File: src/rtl/deserializer_pkg.sv
// ---------------------------------------------------------------------------
// deserializer_pkg
// Shared definitions for the SPI frame deserializer: default field widths,
// the full on-wire frame width (start bit + opcode + address), the FSM
// state encoding and a constant-evaluable clog2 helper used to size the
// bit counter.
// ---------------------------------------------------------------------------
package deserializer_pkg;

    localparam int DEF_OPW   = 2;
    localparam int DEF_ADDRW = 24;

    // Number of bits on the wire for one frame: start bit + opcode + address.
    function automatic int frameWidth(input int opw, input int addrw);
        return 1 + opw + addrw;
    endfunction

    localparam int FRAME_W = frameWidth(DEF_OPW, DEF_ADDRW);

    // Ceiling log2; clog2(n) is the number of bits needed to count 0..n-1.
    function automatic int clog2(input int value);
        int result;
        int remaining;
        result    = 0;
        remaining = value - 1;
        while (remaining > 0) begin
            result    = result + 1;
            remaining = remaining >> 1;
        end
        return result;
    endfunction

    typedef enum logic [1:0] {
        ST_IDLE  = 2'd0,
        ST_HUNT  = 2'd1,
        ST_SHIFT = 2'd2
    } state_t;

endpackage

File: src/rtl/sync2.sv
// ---------------------------------------------------------------------------
// sync2
// Two-flop synchronizer bringing one asynchronous input into the clk domain.
// RESET_VAL sets the value both flops take while rst_n is low, so that an
// inactive level (e.g. chip select deasserted) is presented during reset.
//
// Ports:
//   clk    system clock
//   rst_n  asynchronous active-low reset
//   i_d    asynchronous input
//   o_q    synchronized output (two clk cycles of latency)
// ---------------------------------------------------------------------------
module sync2 #(
    parameter logic RESET_VAL = 1'b0
) (
    input  logic clk,
    input  logic rst_n,
    input  logic i_d,
    output logic o_q
);

    logic r_meta;
    logic r_sync;

    // First flop may go metastable; the second gives it a full cycle to settle.
    always_ff @(posedge clk or negedge rst_n) begin
        if (!rst_n) begin
            r_meta <= RESET_VAL;
            r_sync <= RESET_VAL;
        end else begin
            r_meta <= i_d;
            r_sync <= r_meta;
        end
    end

    assign o_q = r_sync;

endmodule

File: src/rtl/deserializer.sv
// ---------------------------------------------------------------------------
// deserializer
// Oversampling SPI receiver. spi_clk, n_cs and mosi are synchronized into
// the clk domain; mosi is captured on each detected spi_clk rising edge.
// A frame is [start=1][opcode MSB-first][addr MSB-first]. Leading zeros are
// skipped while hunting for the start bit, and after a complete frame the
// receiver hunts again so frames may follow back-to-back under one n_cs low.
// The finished word is presented with a valid/ready handshake; a frame that
// completes while a word is still held and not being accepted is dropped.
//
// Ports:
//   clk        system clock (>= 4x spi_clk)
//   rst_n      asynchronous active-low reset
//   n_cs       SPI chip select, active low (asynchronous)
//   spi_clk    SPI clock (asynchronous), mosi sampled on its rising edge
//   mosi       SPI serial data (asynchronous)
//   ready_in   downstream accepts the word while valid_out is high
//   valid_out  opcode/addr hold a complete frame
//   opcode     received opcode, stable while valid_out is high
//   addr       received address, stable while valid_out is high
//   err        one-cycle pulse on an aborted or dropped frame
// ---------------------------------------------------------------------------
module deserializer
    import deserializer_pkg::*;
#(
    parameter int ADDRW = DEF_ADDRW,
    parameter int OPW   = DEF_OPW
) (
    input  logic             clk,
    input  logic             rst_n,
    input  logic             n_cs,
    input  logic             spi_clk,
    input  logic             mosi,
    input  logic             ready_in,
    output logic             valid_out,
    output logic [OPW-1:0]   opcode,
    output logic [ADDRW-1:0] addr,
    output logic             err
);

    // Payload bits after the start bit.
    localparam int PAY_W = frameWidth(OPW, ADDRW) - 1;
    localparam int CNT_W = clog2(PAY_W + 1);

    logic             w_spiClk;
    logic             w_nCs;
    logic             w_mosi;
    logic             w_rise;
    logic             w_accept;
    logic [PAY_W-1:0] w_nextShift;

    logic             r_spiClkPrev;
    state_t           r_state;
    logic [CNT_W-1:0] r_count;
    logic [PAY_W-1:0] r_shiftReg;

    sync2 #(.RESET_VAL(1'b0)) u_syncSpiClk (
        .clk   (clk),
        .rst_n (rst_n),
        .i_d   (spi_clk),
        .o_q   (w_spiClk)
    );

    sync2 #(.RESET_VAL(1'b1)) u_syncNCs (
        .clk   (clk),
        .rst_n (rst_n),
        .i_d   (n_cs),
        .o_q   (w_nCs)
    );

    sync2 #(.RESET_VAL(1'b0)) u_syncMosi (
        .clk   (clk),
        .rst_n (rst_n),
        .i_d   (mosi),
        .o_q   (w_mosi)
    );

    // Remember last cycle's synchronized spi_clk so a 0->1 step can be seen.
    always_ff @(posedge clk or negedge rst_n) begin
        if (!rst_n) begin
            r_spiClkPrev <= 1'b0;
        end else begin
            r_spiClkPrev <= w_spiClk;
        end
    end

    assign w_rise      = w_spiClk & ~r_spiClkPrev;
    assign w_accept    = valid_out & ready_in;
    // The shift register as it will look once the current sample is shifted in;
    // on the final bit this is the complete payload.
    assign w_nextShift = {r_shiftReg[PAY_W-2:0], w_mosi};

    // Frame FSM together with the registered handshake outputs. An accept
    // clears valid_out by default; a frame completing in the same cycle
    // overrides that and keeps valid_out high with the new word. Completion
    // is recognised on the bit that takes the counter from 1 to 0.
    always_ff @(posedge clk or negedge rst_n) begin
        if (!rst_n) begin
            r_state    <= ST_IDLE;
            r_count    <= '0;
            r_shiftReg <= '0;
            valid_out  <= 1'b0;
            opcode     <= '0;
            addr       <= '0;
            err        <= 1'b0;
        end else begin
            err <= 1'b0;
            if (w_accept) begin
                valid_out <= 1'b0;
            end

            case (r_state)
                ST_IDLE: begin
                    if (!w_nCs) begin
                        r_state <= ST_HUNT;
                    end
                end

                ST_HUNT: begin
                    if (w_nCs) begin
                        r_state <= ST_IDLE;
                    end else if (w_rise && w_mosi) begin
                        r_shiftReg <= '0;
                        r_count    <= CNT_W'(PAY_W);
                        r_state    <= ST_SHIFT;
                    end
                end

                ST_SHIFT: begin
                    if (w_nCs) begin
                        err     <= 1'b1;
                        r_state <= ST_IDLE;
                    end else if (w_rise) begin
                        r_shiftReg <= w_nextShift;
                        r_count    <= r_count - CNT_W'(1);
                        if (r_count == CNT_W'(1)) begin
                            r_state <= ST_HUNT;
                            if (!valid_out || w_accept) begin
                                opcode    <= w_nextShift[PAY_W-1 -: OPW];
                                addr      <= w_nextShift[ADDRW-1:0];
                                valid_out <= 1'b1;
                            end else begin
                                err <= 1'b1;
                            end
                        end
                    end
                end

                default: begin
                    r_state <= ST_IDLE;
                end
            endcase
        end
    end

endmodule

File: config.mk
export PLATFORM = sky130hd
export DESIGN_NAME = deserializer
export DESIGN_NICKNAME = d
export VERILOG_FILES = /design/src/rtl/deserializer_pkg.sv /design/src/rtl/sync2.sv /design/src/rtl/deserializer.sv
export SDC_FILE = /design/constraint.sdc
export NUM_CORES = 1
export LEC_CHECK = 0
export CAP_MARGIN = 20
export CORE_ASPECT_RATIO = 0.9
export CORE_MARGIN = 3
export CORE_UTILIZATION = 40
export CTS_CLUSTER_SIZE = 14
export DETAILED_ROUTE_END_ITERATION = 8
export PLACE_DENSITY = 0.65
export RECOVER_POWER = 50
export SETUP_SLACK_MARGIN = 0.02
export SLEW_MARGIN = 10
export SYNTH_ARGS = -nofsm -noshare
export SYNTH_HDL_FRONTEND = slang
export SYNTH_SLANG_ARGS = --single-unit
File: constraint.sdc
create_clock -name clk -period 2.8 [get_ports clk]
set_clock_uncertainty 0.15 [all_clocks]
set_input_delay 0.7 -clock clk [delete_from_list [all_inputs] [get_ports clk]]
set_output_delay 0.7 -clock clk [all_outputs]
set_load 0.05 [all_outputs]
==> impl_metrics.env, run 1 <==
export IMPL_max_clock_freq_ghz=0.423
export IMPL_cts_inserted_buffers=9
export IMPL_status="finished clean"
export IMPL_power_switching_mw=0.452
export IMPL_clk_pin_slew_ns=0.08
export IMPL_grt_start_max_net_pins=27
export IMPL_grt_pass1_vias=1759
export IMPL_clk_latency_ns=0.34
export IMPL_die_area_um2=7930
export IMPL_drive_gt1_frac=0.221
export IMPL_leakagePower_nw=1.66
export IMPL_cts_tree="built"
export IMPL_syn_area_per_cell_um2=13.5
export IMPL_crit_buf_inv=1
export IMPL_setup_tns_ns=0
export IMPL_clkPwrFrac=0.415
export IMPL_cts_buffer_depth=2
export IMPL_slew_viol_final=0
export IMPL_start_util=0.417
export IMPL_min_period_ns=2.37
export IMPL_place_congestion=0.799
export IMPL_maxSlewHeadroom=0.176
export IMPL_required_ns=1.95
export IMPL_crit_family="buffers and inverters"
export IMPL_rows=28
export IMPL_final_nets=256
export IMPL_antenna_found_initial=0
export IMPL_critical_path_cell_chain="clkdlybuf4s50_1"
export IMPL_crit_path_end_kind="output port"
export IMPL_grt_ovfl_total=0
export IMPL_vias_per_cell=4.89
export IMPL_met3WireLength_um=204
export IMPL_critical_path_class="reg2out"
export IMPL_met2WireLength_mm=2.28
export IMPL_drc_errors=0
export IMPL_n_antenna_cell=0
export IMPL_routed_top_layer="met4"
export IMPL_period_share=0.845
export IMPL_h_tree_depth=3
export IMPL_synth_area_um2=2760
export IMPL_finalHoldViolCount=0
export IMPL_area_growth_pct=23.2
export IMPL_place_ws_ns=0.476
export IMPL_holdBufCountCts=0
export IMPL_cp_arrival_ns=1.52
export IMPL_grt_pass1_wl_mm=8.73
export IMPL_io_buffer_count=33
export IMPL_maxCapViolCount=0
export IMPL_crit_path_top_delay_cell="clkdlybuf4s50_1"
export IMPL_seqPwrFrac=0.533
export IMPL_wl_mm=5.01
export IMPL_syn_inst=205
export IMPL_die_h_um=84.8
export IMPL_syn_nets=213
export IMPL_synth_seq_cells=67
export IMPL_p_per_area_nw_per_um2=566
export IMPL_die_x_um=93.5
export IMPL_setup_violations_final=0
export IMPL_wl_per_cell_um=14.6
export IMPL_vdd_drop_max_uv=329
export IMPL_utilization=0.513
export IMPL_drt_pass1_iter_count=4
export IMPL_rsz0062_at_grt="false"
export IMPL_cts_root_buffer="clkbuf_8"
export IMPL_hp_class="reg2reg"
export IMPL_num_vias=1677
export IMPL_post_cts_buffers=0
export IMPL_swShare=0.235
export IMPL_combinationalPowerShare=0.052
export IMPL_yosysWarningCount=0
export IMPL_p_int_mw=1.47
export IMPL_worstSetupStartpointType="flip-flop"
export IMPL_ant_nets=0
export IMPL_wirelength_met1_mm=2.46
export IMPL_worstMarginPinSlew_ns=1.24
export IMPL_synth_seq_area_share=0.609
export IMPL_setup_ws_ns=0.434
export IMPL_synth_cell_types=34
export IMPL_io_pins=34
export IMPL_drtIter0Drc=74
export IMPL_core_um2=6620
export IMPL_clock_sinks=67
export IMPL_slowest_delay_ns=0.81
export IMPL_cts_resized=0
export IMPL_track_usage=0.144
export IMPL_hpwl_mm=3.37
export IMPL_critPathMaxFanout=2
routing by layer:
layer  up-vias  GRT usage
met2        32      0.212
met5         -          0
li1        809          -
met4         0     0.0512
met1       829      0.196
met3         7     0.0538
power groups by stage:
stage	clock [mW]	sequential [mW]	combinational, mW
floorplan	0	1.04	0.0621
global placement	0	1.04	0.103
detailed placement	0	1.04	0.106
CTS	0.824	1.03	0.107
global route	0.874	1.03	0.115
finish	0.799	1.03	0.100
final timing paths:
| path | end | slack (ns) | cells past startpoint | from |
|---|---|---|---|---|
| max reg2reg | r_count[1] | 0.74 | 4 | r_state[0] |
| max in group asynchronous | r_shiftReg[11] | 0.82 | 2 | rst_n |
| max | addr[0] | 0.43 | 1 | addr[0] |
| min | u_syncMosi.o_q | 0.20 | 0 | u_syncMosi.r_meta |
| min in group asynchronous | addr[19] | 0.46 | 1 | rst_n |
| min reg2reg | u_syncMosi.o_q | 0.20 | 0 | u_syncMosi.r_meta |
through the flow:
step	hold slack, ns	cell area (um2)	total power [mW]	cells
4_1_cts	0.187	3410	1.96	343
2_1_floorplan	0.181	2760	1.10	205
5_1_grt	0.213	3400	2.02	343
3_3_place_gp	0.182	3210	1.15	327
6_report	0.204	3400	1.93	343
3_5_place_dp	0.190	3210	1.15	327
cell usage in the layout (no fill, tap or decap), types with 2 or more instances in the layout:
| cell type | instances |
|---|---|
| nor3b_1 | 2 |
| inv_1 | 14 |
| a21boi_0 | 3 |
| nand2b_1 | 2 |
| nand3b_1 | 3 |
| ha_1 | 2 |
| mux2i_1 | 2 |
| nor2_1 | 2 |
| nor2b_1 | 2 |
| clkbuf_2 | 2 |
| dfstp_2 | 2 |
| dfrtp_1 | 65 |
| mux2_4 | 20 |
| dlygate4sd3_1 | 4 |
| nand3_1 | 12 |
| clkdlybuf4s50_1 | 28 |
| clkbuf_1 | 2 |
| o21ai_0 | 13 |
| buf_4 | 5 |
| mux2_2 | 7 |
| nor3_1 | 11 |
| clkinv_2 | 2 |
| a22o_1 | 5 |
| a21o_1 | 10 |
| clkbuf_8 | 10 |
| a21oi_1 | 7 |
| clkinvlp_4 | 2 |
cell type report:
type / instances / area, um2
clock inverter: 6 / 63.8
sequential: 67 / 1680
tap: 90 / 113
multi-input combinational: 115 / 978
clock buffer: 10 / 138
inverter: 14 / 52.6
timing repair buffer: 41 / 375
fill: 582 / 3220
sequential cells by signal (all words and copies together) (netlist names):
| signal | cells |
|---|---|
| err | 1 |
| u_syncMosi.r_meta | 1 |
| u_syncMosi.o_q | 1 |
| r_spiClkPrev | 1 |
| addr | 24 |
| u_syncNCs.o_q | 1 |
| u_syncSpiClk.r_meta | 1 |
| valid_out | 1 |
| r_state | 2 |
| opcode | 2 |
| u_syncSpiClk.o_q | 1 |
| r_count | 5 |
| r_shiftReg | 25 |
| u_syncNCs.r_meta | 1 |
logic make-up after synthesis:
| kind of cell | after synthesis | share of synthesized area |
|---|---|---|
| AO/OA/AOI/OAI | 42 | 0.0998 |
| flip-flops | 67 | 0.609 |
| AND/OR/NAND/NOR | 42 | 0.101 |
| multiplexers | 29 | 0.145 |
| buffers and inverters | 23 | 0.0367 |
| adder cells (fa/ha/maj) | 2 | 0.00907 |
cell usage after synthesis:
cell type	n	area share
a21o_1	10	0.027
nor3b_1	2	0.0054
nor3_1	11	0.020
clkbuf_1	7	0.0095
nand4bb_1	1	0.0041
dfstp_2	2	0.019
mux2_4	20	0.11
or3b_2	1	0.0032
a21boi_0	3	0.0082
o2111a_1	1	0.0041
nor2_1	2	0.0027
dfrtp_1	65	0.59
nor2b_1	2	0.0045
or2_2	1	0.0023
o211ai_1	1	0.0027
mux2i_1	2	0.0073
a21oi_1	7	0.013
nor4b_4	1	0.0086
a22oi_1	1	0.0027
o21ai_0	12	0.022
nand4_4	1	0.0077
nand2b_1	2	0.0045
o21ai_1	1	0.0018
and4b_1	1	0.0036
inv_1	14	0.019
o31ai_1	1	0.0027
mux2_2	7	0.029
nand2_1	1	0.0014
buf_6	2	0.0082
a22o_1	5	0.016
ha_1	2	0.0091
nand3b_1	3	0.0082
and3b_1	1	0.0032
nand3_1	12	0.022
No activity file was read; power rests on OpenSTA's default activity.
==> run 2, diff against run 1 <==
clock period = 2.2 ns   (was 2.8 ns; I/O delays follow)
==> run 2 against run 1 <==
Routed wire length is 1.3% lower. Sequential cell count stayed put. First-iteration DRC count is 8.1% higher. Power is 28% higher. Non-clock buffer count is 2 higher. Register-to-register slack worse by 0.43 ns. Highest routed layer unchanged. Largest cell class unchanged. Sequential power is 27% higher.
==> impl_metrics.env, run 2 (synthesis results as in run 1) <==
export IMPL_finalHoldViolCount=0
export IMPL_drtIter0Drc=80
export IMPL_rows=28
export IMPL_grt_ovfl_total=0
export IMPL_period_share=0.858
export IMPL_met2WireLength_mm=2.22
export IMPL_routed_top_layer="met4"
export IMPL_n_antenna_cell=0
export IMPL_status="finished clean"
export IMPL_utilization=0.504
export IMPL_multi_input_area_um2=978
export IMPL_setup_violations_final=0
export IMPL_clk_latency_ns=0.34
export IMPL_h_tree_depth=3
export IMPL_top_regs="r_shiftReg (25), addr (24), r_count (5)"
export IMPL_antenna_found_initial=0
export IMPL_final_nets=258
export IMPL_die_x_um=93.5
export IMPL_drt_pass1_iter_count=4
export IMPL_largest_register_ffs=25
export IMPL_core_um2=6620
export IMPL_holdBufCountCts=0
export IMPL_slowest_delay_ns=0.39
export IMPL_track_usage=0.144
export IMPL_vias_per_cell=5.01
export IMPL_crit_path_end_kind="flip-flop"
export IMPL_cts_root_buffer="clkbuf_8"
export IMPL_required_ns=2.28
export IMPL_worstMarginPinSlew_ns=1.45
export IMPL_clk_pin_slew_ns=0.07
export IMPL_r2r_setup_slack_ns=0.31
export IMPL_cts_tree="built"
export IMPL_register_area_um2=1680
export IMPL_critical_path_class="reg2reg"
export IMPL_critical_path_cell_chain="inv_1 -> ha_1 -> nor2b_1 -> nand4_4 -> buf_4 -> mux2_4"
export IMPL_vdd_drop_max_uv=337
export IMPL_hp_class="reg2reg"
export IMPL_max_clock_freq_ghz=0.530
export IMPL_ant_nets=0
export IMPL_grt_start_max_net_pins=68
export IMPL_min_period_ns=1.89
export IMPL_num_vias=1728
export IMPL_wirelength_met1_mm=2.36
export IMPL_slew_viol_final=0
export IMPL_grt_pass1_wl_mm=8.76
export IMPL_clock_sinks=67
export IMPL_wl_mm=4.94
export IMPL_start_util=0.417
export IMPL_setup_tns_ns=0
export IMPL_p_per_area_nw_per_um2=736
export IMPL_final_cell_mix="65 x dfrtp_1, 29 x buf_4, 20 x mux2_4, 14 x inv_1"
export IMPL_wl_per_cell_um=14.3
export IMPL_final_common_cell="dfrtp_1"
export IMPL_worstSetupStartpointType="flip-flop"
export IMPL_maxSlewHeadroom=0.0365
export IMPL_io_buffer_count=33
export IMPL_drc_errors=0
export IMPL_drive_gt1_frac=0.318
export IMPL_maxCapViolCount=0
export IMPL_die_area_um2=7930
export IMPL_leakagePower_nw=1.71
export IMPL_grt_pass1_vias=1705
export IMPL_cp_arrival_ns=1.96
export IMPL_crit_path_top_delay_cell="dfrtp_1"
export IMPL_cts_inserted_buffers=9
export IMPL_die_h_um=84.8
export IMPL_place_congestion=0.780
export IMPL_cts_resized=0
export IMPL_post_cts_buffers=0
export IMPL_cts_buffer_depth=2
export IMPL_rsz0062_at_grt="false"
export IMPL_largest_register="r_shiftReg"
export IMPL_met3WireLength_um=290
export IMPL_io_pins=34
export IMPL_area_growth_pct=20.9
export IMPL_critPathMaxFanout=12
export IMPL_hpwl_mm=3.30
export IMPL_fillers=606
-- run 2: cell count changes in the layout (fill, tap and decap cells not counted), sizes merged --
cell           previous run  this run
buf                       5        32
clkdlybuf4s50            28         1
clkbuf                   14        16
clkinv                    2         1
clkinvlp                  2         3
dlygate4sd3               4         3
inv                      15        16
-- run 2: area by class of cell --
| class | instances | share of cell area |
|---|---|---|
| clock buffer | 9 | 0.0371 |
| clock inverter | 7 | 0.0225 |
| inverter | 14 | 0.0158 |
| multi-input combinational | 115 | 0.293 |
| sequential | 67 | 0.503 |
| tap | 90 | 0.0338 |
| timing repair buffer | 43 | 0.0941 |
-- run 2: final timing paths --
path / startpoint / end / cells past startpoint
min: u_syncMosi.r_meta / u_syncMosi.o_q / 0
max reg2reg: r_count[1] / opcode[0] / 6
max: r_count[1] / opcode[0] / 6
max in group asynchronous: rst_n / u_syncMosi.o_q / 2
min in group asynchronous: rst_n / addr[20] / 2
min reg2reg: u_syncMosi.r_meta / u_syncMosi.o_q / 0
-- run 2: power by group --
part	internal (mW)	total (mW)	switching, mW
combinational	0.0573	0.135	0.0781
sequential	1.27	1.31	0.0386
clock	0.528	1.01	0.486
-- run 2: layer usage --
layer  vias to the layer above  GRT usage
li1                        818          -
met1                       858      0.205
met2                        46      0.206
met3                         6     0.0511
met4                         0     0.0472
met5                         -          0
-- run 2: per-stage QoR --
| stage | area [um2] | setup slack [ns] | instances | power, mW | hold slack, ns |
|---|---|---|---|---|---|
| finish | 3340 | 0.313 | 345 | 2.46 | 0.200 |
| global route | 3340 | 0.188 | 345 | 2.59 | 0.210 |
| CTS | 3370 | 0.190 | 344 | 2.49 | 0.0685 |
| detailed placement | 3170 | 0.0857 | 328 | 1.47 | 0.185 |
| global placement | 3170 | 0.0859 | 328 | 1.46 | 0.182 |
| floorplan | 2760 | 0.378 | 205 | 1.40 | 0.104 |
-- run 2: critical path, delay by kind of cell, from the launching register on --
| family | cells | cell delay, ns |
|---|---|---|
| and+or+nand+nor | 2 | 0.41 |
| DFF | 1 | 0.39 |
| buffers and inverters | 2 | 0.33 |
| muxes | 1 | 0.31 |
| adders and majority gates | 1 | 0.18 |
